## src/rtl/div_mae_monitor.sv

```systemverilog
// Error-metric monitor for approximate vs exact 16/8 divider rows: accumulates
// |q error|, max error and mismatch counts over 2^LOG2_N samples, then reports MAE.
module div_mae_monitor #(
    parameter int LOG2_N = 8,
    parameter int SUM_W  = 8 + LOG2_N
) (
    input  logic                clk,
    input  logic                rst_n,
    input  logic                start,
    input  logic                in_valid,
    output logic                in_ready,
    input  logic [7:0]          q_apx,
    input  logic [7:0]          r_apx,
    input  logic [7:0]          q_ref,
    input  logic [7:0]          r_ref,
    output logic                busy,
    output logic                done,
    output logic [7:0]          mae,
    output logic [SUM_W-1:0]    sum_abs_err,
    output logic [7:0]          max_abs_err,
    output logic [LOG2_N:0]     q_err_cnt,
    output logic [LOG2_N:0]     r_err_cnt
);

    localparam int DATA_W = 8;
    localparam logic [LOG2_N:0] CNT_LAST = {1'b0, {LOG2_N{1'b1}}};
    localparam logic [LOG2_N:0] CNT_ONE  = {{LOG2_N{1'b0}}, 1'b1};

    typedef enum logic [1:0] {S_IDLE, S_RUN, S_DRAIN, S_DONE} state_t;

    state_t                 r_state;
    state_t                 w_state_nxt;
    logic [LOG2_N:0]        r_cnt;
    logic                   w_accept;
    logic                   w_last;
    logic                   w_clear;

    logic [DATA_W-1:0]      r_abs_err_p1;
    logic                   r_q_mis_p1;
    logic                   r_r_mis_p1;
    logic                   r_vld_p1;

    logic [SUM_W-1:0]       r_sum_p2;
    logic [DATA_W-1:0]      r_max_p2;
    logic [LOG2_N:0]        r_q_cnt_p2;
    logic [LOG2_N:0]        r_r_cnt_p2;
    logic [DATA_W-1:0]      r_mae_p2;
    logic [SUM_W-1:0]       w_sum_nxt;

    // Magnitude of a 9-bit signed difference; always fits in DATA_W bits.
    function automatic logic [DATA_W-1:0] abs_diff(input logic [DATA_W-1:0] a,
                                                   input logic [DATA_W-1:0] b);
        logic signed [DATA_W:0] d;
        logic signed [DATA_W:0] m;
        d = $signed({1'b0, a}) - $signed({1'b0, b});
        m = d[DATA_W] ? -d : d;
        return m[DATA_W-1:0];
    endfunction

    assign w_accept = in_valid && (r_state == S_RUN);
    assign w_last   = w_accept && (r_cnt == CNT_LAST);
    assign w_clear  = start && ((r_state == S_IDLE) || (r_state == S_DONE));

    always_comb begin
        w_state_nxt = r_state;
        case (r_state)
            S_IDLE:  if (start)  w_state_nxt = S_RUN;
            S_RUN:   if (w_last) w_state_nxt = S_DRAIN;
            S_DRAIN: w_state_nxt = S_DONE;
            S_DONE:  if (start)  w_state_nxt = S_RUN;
            default: w_state_nxt = S_IDLE;
        endcase
    end

    always_ff @(posedge clk or negedge rst_n) begin
        if (!rst_n) begin
            r_state <= S_IDLE;
            r_cnt   <= '0;
        end else begin
            r_state <= w_state_nxt;
            if (w_clear)
                r_cnt <= '0;
            else if (w_accept)
                r_cnt <= r_cnt + CNT_ONE;
        end
    end

    // Stage 1: per-sample error terms, captured only on accept
    always_ff @(posedge clk or negedge rst_n) begin
        if (!rst_n)
            r_vld_p1 <= 1'b0;
        else
            r_vld_p1 <= w_accept;
    end

    always_ff @(posedge clk) begin
        if (w_accept) begin
            r_abs_err_p1 <= abs_diff(q_apx, q_ref);
            r_q_mis_p1   <= (q_apx != q_ref);
            r_r_mis_p1   <= (r_apx != r_ref);
        end
    end

    // Stage 2: window accumulators; mae samples the final sum as DRAIN retires
    assign w_sum_nxt = r_sum_p2 + (r_vld_p1 ? {{(SUM_W-DATA_W){1'b0}}, r_abs_err_p1}
                                            : {SUM_W{1'b0}});

    always_ff @(posedge clk or negedge rst_n) begin
        if (!rst_n) begin
            r_sum_p2   <= '0;
            r_max_p2   <= '0;
            r_q_cnt_p2 <= '0;
            r_r_cnt_p2 <= '0;
            r_mae_p2   <= '0;
        end else if (w_clear) begin
            r_sum_p2   <= '0;
            r_max_p2   <= '0;
            r_q_cnt_p2 <= '0;
            r_r_cnt_p2 <= '0;
            r_mae_p2   <= '0;
        end else begin
            if (r_vld_p1) begin
                r_sum_p2   <= w_sum_nxt;
                r_max_p2   <= (r_abs_err_p1 > r_max_p2) ? r_abs_err_p1 : r_max_p2;
                r_q_cnt_p2 <= r_q_cnt_p2 + {{LOG2_N{1'b0}}, r_q_mis_p1};
                r_r_cnt_p2 <= r_r_cnt_p2 + {{LOG2_N{1'b0}}, r_r_mis_p1};
            end
            if (r_state == S_DRAIN)
                r_mae_p2 <= w_sum_nxt[LOG2_N +: DATA_W];
        end
    end

    assign in_ready    = (r_state == S_RUN);
    assign busy        = (r_state == S_RUN) || (r_state == S_DRAIN);
    assign done        = (r_state == S_DONE);
    assign mae         = r_mae_p2;
    assign sum_abs_err = r_sum_p2;
    assign max_abs_err = r_max_p2;
    assign q_err_cnt   = r_q_cnt_p2;
    assign r_err_cnt   = r_r_cnt_p2;

endmodule
```

## config.mk

```make
export PLATFORM = sky130hd
export DESIGN_NAME = div_mae_monitor
export DESIGN_NICKNAME = d
export VERILOG_FILES = /design/src/rtl/div_mae_monitor.sv
export SDC_FILE = /design/constraint.sdc
export NUM_CORES = 1
export LEC_CHECK = 0
export BUFFER_PORTS_ARGS = -buffer_cell sky130_fd_sc_hd__buf_4
export CAP_MARGIN = 20
export CORE_MARGIN = 4
export CORE_UTILIZATION = 41
export CTS_BUF_LIST = sky130_fd_sc_hd__clkbuf_16
export CTS_CLUSTER_SIZE = 8
export DETAILED_ROUTE_END_ITERATION = 12
export GPL_ROUTABILITY_DRIVEN = 0
export SYNTH_ARGS = -nofsm -noshare
export SYNTH_HDL_FRONTEND = slang
export SYNTH_SLANG_ARGS = --single-unit
```

## constraint.sdc

```tcl
create_clock -name clk -period 4.3 [get_ports clk]
set_input_delay 0.215 -clock clk [delete_from_list [all_inputs] [get_ports clk]]
set_output_delay 0.215 -clock clk [all_outputs]
set_load 0.02 [all_outputs]
```

# == Word-level counts from Yosys, hierarchy flattened ==
# Index checks and enable logic that the tools add are counted.
# totals
ff_bits,72
inputBits,36
word_cells,57
# classes
n_eq_ne,8
mux,18
n_reduce_logical,13
add_sub_neg,6
magnitude_cmp,1
# op_table
cell,count
two-way mux 8 bit,7
two-way mux 9 bit,6
two-way mux 16 bit,2
adder 9 x 1 -> 9 bit,2
adder 16 x 8 -> 16 bit,1
!= test 8 bit,2
"adder 9 x 1 -> 9 bit, second input constant",1
"equality test 9 x 8 -> 1 bit, second input constant",1
subtractor 8 x 8 -> 9 bit,1
greater-than comparator 8 bit,1
negator 8 bit,1
nonzero test 2 bit,4
case mux 2 bit (3 select lines),1
"equality test 2 bit, second input constant",2
two-way mux 2 bit,2
"!= test 2 x 1 -> 1 bit, second input constant",2
AND reduction 2 bit,2
logical AND 1 bit,3
"equality test 2 x 1 -> 1 bit, second input constant",1
zero test 2 bit,1
logical OR 1 bit,2
OR reduction 2 bit,1

# == Longest topological paths before layout ==
# Gate-level depths: netlist of run 1.
# logic_depth
depth_word,5
ltp_mapped,12
mapped_depth_nobuf,11

# == Least setup slack after synthesis of run 1 ==
# No wires, ideal clock.
# synth_path
path_kind,register to register
startpoint,reg r_vld_p1
endpoint,reg r_mae_p2[5] (netlist: mae[5])
setup_time_ns,0.080
setup_slack_ns,1.656
period_less_slack_ns,2.644
path_buffers,2
path_stages_with_launch,12
required_ns,4.220
t_arrival_ns,2.564
path_cell_list,dfrtp_1 clkbuf_1 clkbuf_1 nand2_1 inv_1 ha_1 a21o_1 a21o_2 a2111oi_4 nor2_2 and4_4 nor3_2
# synth_between
elab_chain_len,4
# synth_lines
item,line_no,rtl
from (decl),41,logic r_vld_p1;
from (signal assigned),93,r_vld_p1 <= w_accept;
two-way mux 8 bit,105,"assign w_sum_nxt = r_sum_p2 + (r_vld_p1 ? {{(SUM_W-DATA_W){1'b0}}, r_abs_err_p1}"
adder 16 x 8 -> 16 bit,105,
two-way mux 8 bit,128,if (r_state == S_DRAIN)
two-way mux 8 bit,115,end else if (w_clear) begin
to (signal assigned),129,r_mae_p2 <= w_sum_nxt[LOG2_N +: DATA_W];
to (decl),47,logic [DATA_W-1:0] r_mae_p2;
# Every way passes these cells. The select of a mux whose other input is x is not followed.
# A chain may end at the register's enable or synchronous reset.

# == Final worst setup path of run 1 ==
# layout_path
startpoint,reg r_vld_p1
endpoint,reg r_sum_p2[12] (netlist: sum_abs_err[12])
# layout_between
elab_chain_len,4
elab_cells_between_ends,5
classes_between,1 x add/sub; 3 x mux; 1 x reduce/logical
# layout_lines
item,line_no,rtl
two-way mux 8 bit,105,
adder 16 x 8 -> 16 bit,105,
two-way mux 16 bit,122,if (r_vld_p1) begin
two-way mux 16 bit,115,
to (signal assigned),123,r_sum_p2 <= w_sum_nxt;
to (decl),43,logic [SUM_W-1:0] r_sum_p2;
# Several ways; a longest one is shown, not always the timed one. The select of a mux whose other input is x is not followed.

==> results of run 1 <==
-- cells by family after synthesis --
group,synth area share
compound gates,0.128
xor+xnor,0.0924
fa+ha+maj,0.105
buf+inv,0.0399
flops,0.407
mux,0.0352
simple gates,0.192
-- per-layer routing --
| metal | vias up | routed length, um | global-route usage | part of all wire |
|---|---|---|---|---|
| met3 | 12 | 476 | 0.0337 | 0.047 |
| li1 | 1855 | - | - | - |
| met5 | - | 0 | 0 | 0 |
| met2 | 82 | 4870 | 0.277 | 0.49 |
| met1 | 1715 | 4550 | 0.204 | 0.45 |
| met4 | 0 | 137 | 0.0609 | 0.014 |
-- critical path: stages (launching register included) --
cell and delay [ns]:
dfrtp_1 0.61, inv_1 0.36, nor2_1 0.19, ha_1 0.19, inv_1 0.06, fa_1 0.40, nor2b_1 0.13, o21a_1 0.18
o21ai_1 0.16, a211o_1 0.37, or3_1 0.33, a21oi_1 0.15
-- power breakdown --
group	leakage (nW)	switching, mW	internal, mW
clock network	0.129	0.278	0.383
registers	0.931	0.135	0.850
logic	1.58	0.711	0.489
total	2.64	1.12	1.72
-- worst max path at each step --
stage,startpoint,endpoint,cells past startpoint
finish,r_vld_p1$_DFF_PN0_,sum_abs_err[12]$_DFFE_PN0P_,11
global route,r_vld_p1$_DFF_PN0_,sum_abs_err[14]$_DFFE_PN0P_,11
CTS,r_vld_p1$_DFF_PN0_,sum_abs_err[12]$_DFFE_PN0P_,11
detailed placement,r_vld_p1$_DFF_PN0_,sum_abs_err[12]$_DFFE_PN0P_,11
global placement,r_vld_p1$_DFF_PN0_,sum_abs_err[12]$_DFFE_PN0P_,11
floorplan,r_vld_p1$_DFF_PN0_,mae[5]$_DFFE_PN0P_,11
-- flip-flops by register name, summed over array words and instances (netlist names) --
register      flops
r_r_mis_p1        1
r_vld_p1          1
q_err_cnt         9
r_cnt             9
r_state           2
r_q_mis_p1        1
max_abs_err       8
r_abs_err_p1      8
sum_abs_err      16
r_err_cnt         9
mae               8
-- cell usage in the layout (no fill, tap or decap), drive strengths merged, types with 10 or more instances in the layout --
master,n
ha,35
a21oi,26
or3,10
edfxtp,10
nor2,45
buf,90
nor3,10
o21ai,33
nand2,44
inv,33
dfrtp,62
xor2,26
mux2i,16
xnor2,22
-- cells in the mapped netlist (2+ instances only) --
cell,count,share of area
nor4b_1,3,0.0058
a21oi_1,26,0.029
ha_1,35,0.096
a21boi_0,2,0.0033
buf_1,2,0.0016
edfxtp_1,10,0.066
inv_1,31,0.026
nor3_1,8,0.0088
nand2_1,44,0.036
nand3_1,6,0.0066
or3b_2,3,0.0058
nor3_2,2,0.0044
or2_2,2,0.0027
nand2b_1,5,0.0069
clkbuf_1,14,0.012
o21a_1,5,0.0082
and4_1,3,0.0058
fa_1,2,0.0088
nand4_1,8,0.011
a211oi_1,8,0.013
o21ai_1,4,0.0044
a21o_1,6,0.0099
dfrtp_1,62,0.34
xnor2_1,22,0.042
o21ai_0,29,0.032
or3_1,9,0.012
xor2_1,26,0.050
nor3b_1,2,0.0033
mux2i_1,16,0.035
and3_1,9,0.012
nor4_1,5,0.0069
nor2_1,44,0.036
nor2b_1,3,0.0041
and2_1,8,0.011
-- metrics by stage --
step / std cells / power [mW] / hold slack (ns) / worst slack (ns) / area (um2)
after floorplan: 482 / 1.78 / -0.0806 / 1.66 / 4550
after global placement: 695 / 2.18 / 0.362 / 1.20 / 5340
after detailed placement: 695 / 2.21 / 0.355 / 1.11 / 5340
after CTS: 712 / 2.88 / 0.277 / 1.11 / 5610
after global routing: 712 / 3.07 / 0.323 / 0.834 / 5610
final: 712 / 2.85 / 0.280 / 1.11 / 5610
-- timing repair --
action | in CTS | in global routing
hold endpoints to repair | 9 | 0
gates resized for setup | 0 | 0
hold buffers | 1 | 0
-- cell type report --
cell class / count / area (um2)
inverter: 31 / 116
timing repair buffer: 91 / 686
fill: 1035 / 5230
multi-input combinational: 362 / 2520
sequential: 72 / 1850
clock inverter: 7 / 36.3
tap: 140 / 175
clock buffer: 9 / 225
==> metrics.md, run 1 <==
| Metric | Value |
|---|---|
| Period utilization | 0.743 |
| Max-slew violation count | 0 |
| Hold WC Path Type | in -> reg |
| Post-Route WL | 10,000 um |
| Distinct cell type count after synthesis | 52 |
| Area grow syn2layout | 23.3% |
| Die Y-Extent | 113 um |
| CTS root buffer | clkbuf_16 |
| Port bufs | 88 |
| Core box area | 10,800 um2 |
| Syn Std Cell Area | 4550 um2 |
| Warnings, synthesis | 0 |
| First-pass GRT wire length | 17,200 um |
| Antenna diodes | 0 |
| Unrepaired setup endpoints after global routing | no |
| Synthesized net count | 555 |
| Synth Area per Inst | 9.44 um2 |
| H-tree depth | 3 |
| Required time worst endpoint | 4.55 ns |
| Chip width | 113 um |
| R2r setup slk | 1.11 ns |
| Async SR Flop Fraction | 0.861 |
| Inserted Clock Buffers | 9 |
| DR vias | 3,664 |
| Final setup vio count | 0 |
| CTS tree | built |
| Initial antenna violation count | 0 |
| Routed len/inst | 14.1 um |
| Layout cells sized above 1 | 0.210 |
| Top FF cell, synth | dfrtp_1 |
| CP max FO | 17 |
| Sink Count | 72 |
| Achievable frequency | 313 MHz |
| Global Route Usage Sum | 0.163 |
| R2R Path Start | r_vld_p1$_DFF_PN0_ |
| Peak VDD IR | 0.636 mV |
| Worst Setup Start Kind | flip-flop |
| Post-DRT Antenna Nets | 0 |
| Synth Register Bits | 72 |
| Post-Synthesis Cells | 482 |
| Hold path start | in_valid |
| Sequential area share after synthesis | 0.407 |
| Pin count of the biggest net entering global routing | 63 |
| Final Core Density | 0.518 |
| Row cnt | 38 |
| Number of nets in the layout | 640 |
| I/O Pins | 89 |
| Crit end category | flip-flop |
| Hold Path End | r_state[1]$_DFFE_PN0P_ |
| Post-route DRC violation count | 0 |
| Crit path kind | reg -> reg |
| Max-cap check violation count | 0 |
| Slew HR | 0.428 |
| R2r worst-path depth | 11 |
| Hold Path Stages | 3 |
| Status | finished, final reports clean |
| 1st-pass router iterations | 4 |
| Worst Path Arrival | 3.45 ns |
| Post-synth EDFFs | 10 |
| PD cells | 507 nW/um2 |
| Post-CTS Setup Bufs | 0 |
| Final worst path period need | 3.19 ns |
| Reg-to-reg endpoint | sum_abs_err[12]$_DFFE_PN0P_ |
| Grt total ovfl | 0 |
| Via/cell ratio | 5.15 |
| Die area | 12,900 um2 |
| Clock-pin slew on the worst setup and hold paths | 0.05 ns |
| Setup Skew | 0.00602 ns |
| Leak | 2.64 nW |
| Clock Latency Late Sink | 0.33 ns |
| Starting Density | 0.420 |
| Dpl hpwl | 7490 um |
| Final Hold Fails | 0 |
| Setup TNS | 0 ns |
| Vias in the first global route | 3,726 |
| CTS Buffer Depth | 2 |
| Iteration-0 DRC count of the detailed router | 183 |
| Least-Margin Pin Slew | 0.856 ns |
Note: power is estimated with default switching activity, not from simulation.
==> inputs of run 2 (changes only) <==
==> constraint.sdc (replaced) <==
create_clock -name clk -period 3.35 [get_ports clk]
set_input_delay 0.1675 -clock clk [delete_from_list [all_inputs] [get_ports clk]]
set_output_delay 0.1675 -clock clk [all_outputs]
set_load 0.02 [all_outputs]
==> metrics.md, run 2 (synthesis results as in run 1) <==
| Metric | Value |
|---|---|
| First-pass GRT wire length | 17,100 um |
| Sink Count | 72 |
| Die area | 12,900 um2 |
| Setup TNS | 0 ns |
| PD cells | 663 nW/um2 |
| FF/Latch Area | 1850 um2 |
| Max-cap check violation count | 0 |
| Period utilization | 0.784 |
| Post-route DRC violation count | 0 |
| Die Y-Extent | 113 um |
| Least-Margin Pin Slew | 0.802 ns |
| I/O Pins | 89 |
| Antenna diodes | 0 |
| Starting Density | 0.420 |
| H-tree depth | 3 |
| CTS tree | built |
| Inserted Clock Buffers | 9 |
| Worst Setup Start Kind | flip-flop |
| Final Hold Fails | 0 |
| Crit path kind | reg -> reg |
| Switching Fraction | 0.386 |
| CTS Buffer Depth | 2 |
| Clock share of power | 0.247 |
| Grt total ovfl | 0 |
| Vias in the first global route | 3,663 |
| Routed len/inst | 14.2 um |
| # fillers | 999 |
| Hold WC Path Type | in -> reg |
| 1st-pass router iterations | 4 |
| Setup Skew | 0.00785 ns |
| Via/cell ratio | 5.18 |
| Row cnt | 38 |
| Number of nets in the layout | 643 |
| Global Route Usage Sum | 0.164 |
| R2r setup slk | 0.72 ns |
| Multi-input logic area | 2520 um2 |
| Max FFs per register | 16 |
| Achievable frequency | 381 MHz |
| Worst Path Arrival | 2.81 ns |
| Chip width | 113 um |
| Port bufs | 88 |
| Most frequent cells in the layout | buf_4 (93), dfrtp_1 (62), nand2_1 (44), nor2_1 (43), ha_1 (35) |
| Sequential share of power | 0.334 |
| Core box area | 10,800 um2 |
| Crit end category | flip-flop |
| DR vias | 3,705 |
| P_sw | 1.45 mW |
| CP max FO | 29 |
| Area grow syn2layout | 24.4% |
| Clock-pin slew on the worst setup and hold paths | 0.05 ns |
| Iteration-0 DRC count of the detailed router | 177 |
| Slew HR | 0.466 |
| CTS root buffer | clkbuf_16 |
| Clock Latency Late Sink | 0.33 ns |
| Dpl hpwl | 7520 um |
| Peak VDD IR | 0.513 mV |
| Max-slew violation count | 0 |
| Post-DRT Antenna Nets | 0 |
| Pin count of the biggest net entering global routing | 63 |
| Required time worst endpoint | 3.54 ns |
| Final worst path period need | 2.63 ns |
| Post-CTS Setup Bufs | 0 |
| R2r worst-path depth | 8 |
| Comb power frac | 0.420 |
| Hold Path Stages | 3 |
| DP Cell Count | 698 |
| Initial antenna violation count | 0 |
| Unrepaired setup endpoints after global routing | no |
| Leak | 2.67 nW |
| Post-Route WL | 10,100 um |
| Layout cells sized above 1 | 0.216 |
| Commonest non-fill, non-tap cell in the layout | buf_4 |
| Status | finished, final reports clean |
| Int Power | 2.31 mW |
| Final setup vio count | 0 |
| Non-Filler Instances | 715 |
## run 2: cell count changes in the layout (fill, tap and decap cells not counted)
| cell | before | now |
|---|---|---|
| inv_4 | 2 | 1 |
| inv_1 | 31 | 33 |
| clkinv_4 | 0 | 1 |
| bufinv_16 | 0 | 1 |
| buf_4 | 90 | 93 |
| clkinv_1 | 3 | 0 |
## run 2: metal layers
| metal | vias to the layer above | part of all wire | routed length, um | GRT usage |
|---|---|---|---|---|
| met2 | 77 | 0.49 | 4980 | 0.278 |
| met1 | 1758 | 0.45 | 4570 | 0.206 |
| met4 | 0 | 0.011 | 116 | 0.0577 |
| li1 | 1862 | - | - | - |
| met5 | - | 0 | 0 | 0 |
| met3 | 8 | 0.047 | 478 | 0.0369 |
## run 2: cell type report
| type | count | area share |
|---|---|---|
| Inverter | 31 | 0.0205 |
| Clock inverter | 7 | 0.0115 |
| Tap cell | 140 | 0.0309 |
| Timing Repair Buffer | 94 | 0.125 |
| Clock buffer | 9 | 0.0398 |
| Multi-Input combinational cell | 362 | 0.445 |
| Sequential cell | 72 | 0.327 |
## run 2: worst max-delay path, cell delays in order (launching register included)
cell	delay (ns)
dfrtp_1	0.38
buf_4	0.24
and2_1	0.19
ha_1	0.24
or3_4	0.42
a2111oi_4	0.58
nor3_1	0.13
xnor2_1	0.20
a21oi_1	0.09
## run 2: power by group through the flow
stage | logic [mW] | clock network, mW | registers, mW
6_report | 1.57 | 0.926 | 1.25
5_1_grt | 1.77 | 0.986 | 1.28
4_1_cts | 1.59 | 0.949 | 1.26
3_5_place_dp | 1.58 | 0 | 1.27
3_3_place_gp | 1.55 | 0 | 1.26
2_1_floorplan | 0.896 | 0 | 1.38
## run 2: repair_timing
action                    CTS  global route
hold endpoints to repair   62             0
hold buffers                1             0
gates resized for setup     0             0
## run 2: path summary, 6_finish.rpt
check                                          start                      to
worst max-delay path              r_vld_p1$_DFF_PN0_      mae[1]$_DFFE_PN0P_
max in group asynchronous                      rst_n    r_cnt[6]$_DFFE_PN0P_
worst min register to register  r_cnt[7]$_DFFE_PN0P_    r_cnt[7]$_DFFE_PN0P_
worst max register to register    r_vld_p1$_DFF_PN0_      mae[1]$_DFFE_PN0P_
worst min-delay path                        in_valid  r_state[1]$_DFFE_PN0P_
min in group asynchronous                      rst_n  r_state[1]$_DFFE_PN0P_
## run 2: metrics by stage
step	util	hold slack (ns)	instance area, um2	setup WS [ns]	total power, mW
6_report	0.522	0.197	5660	0.724	3.75
5_1_grt	0.522	0.241	5660	0.590	4.03
4_1_cts	0.522	0.195	5660	0.759	3.80
3_5_place_dp	0.495	0.319	5360	0.782	2.85
3_3_place_gp	0.495	0.315	5360	0.857	2.82
2_1_floorplan	-	-0.128	4550	0.706	2.28
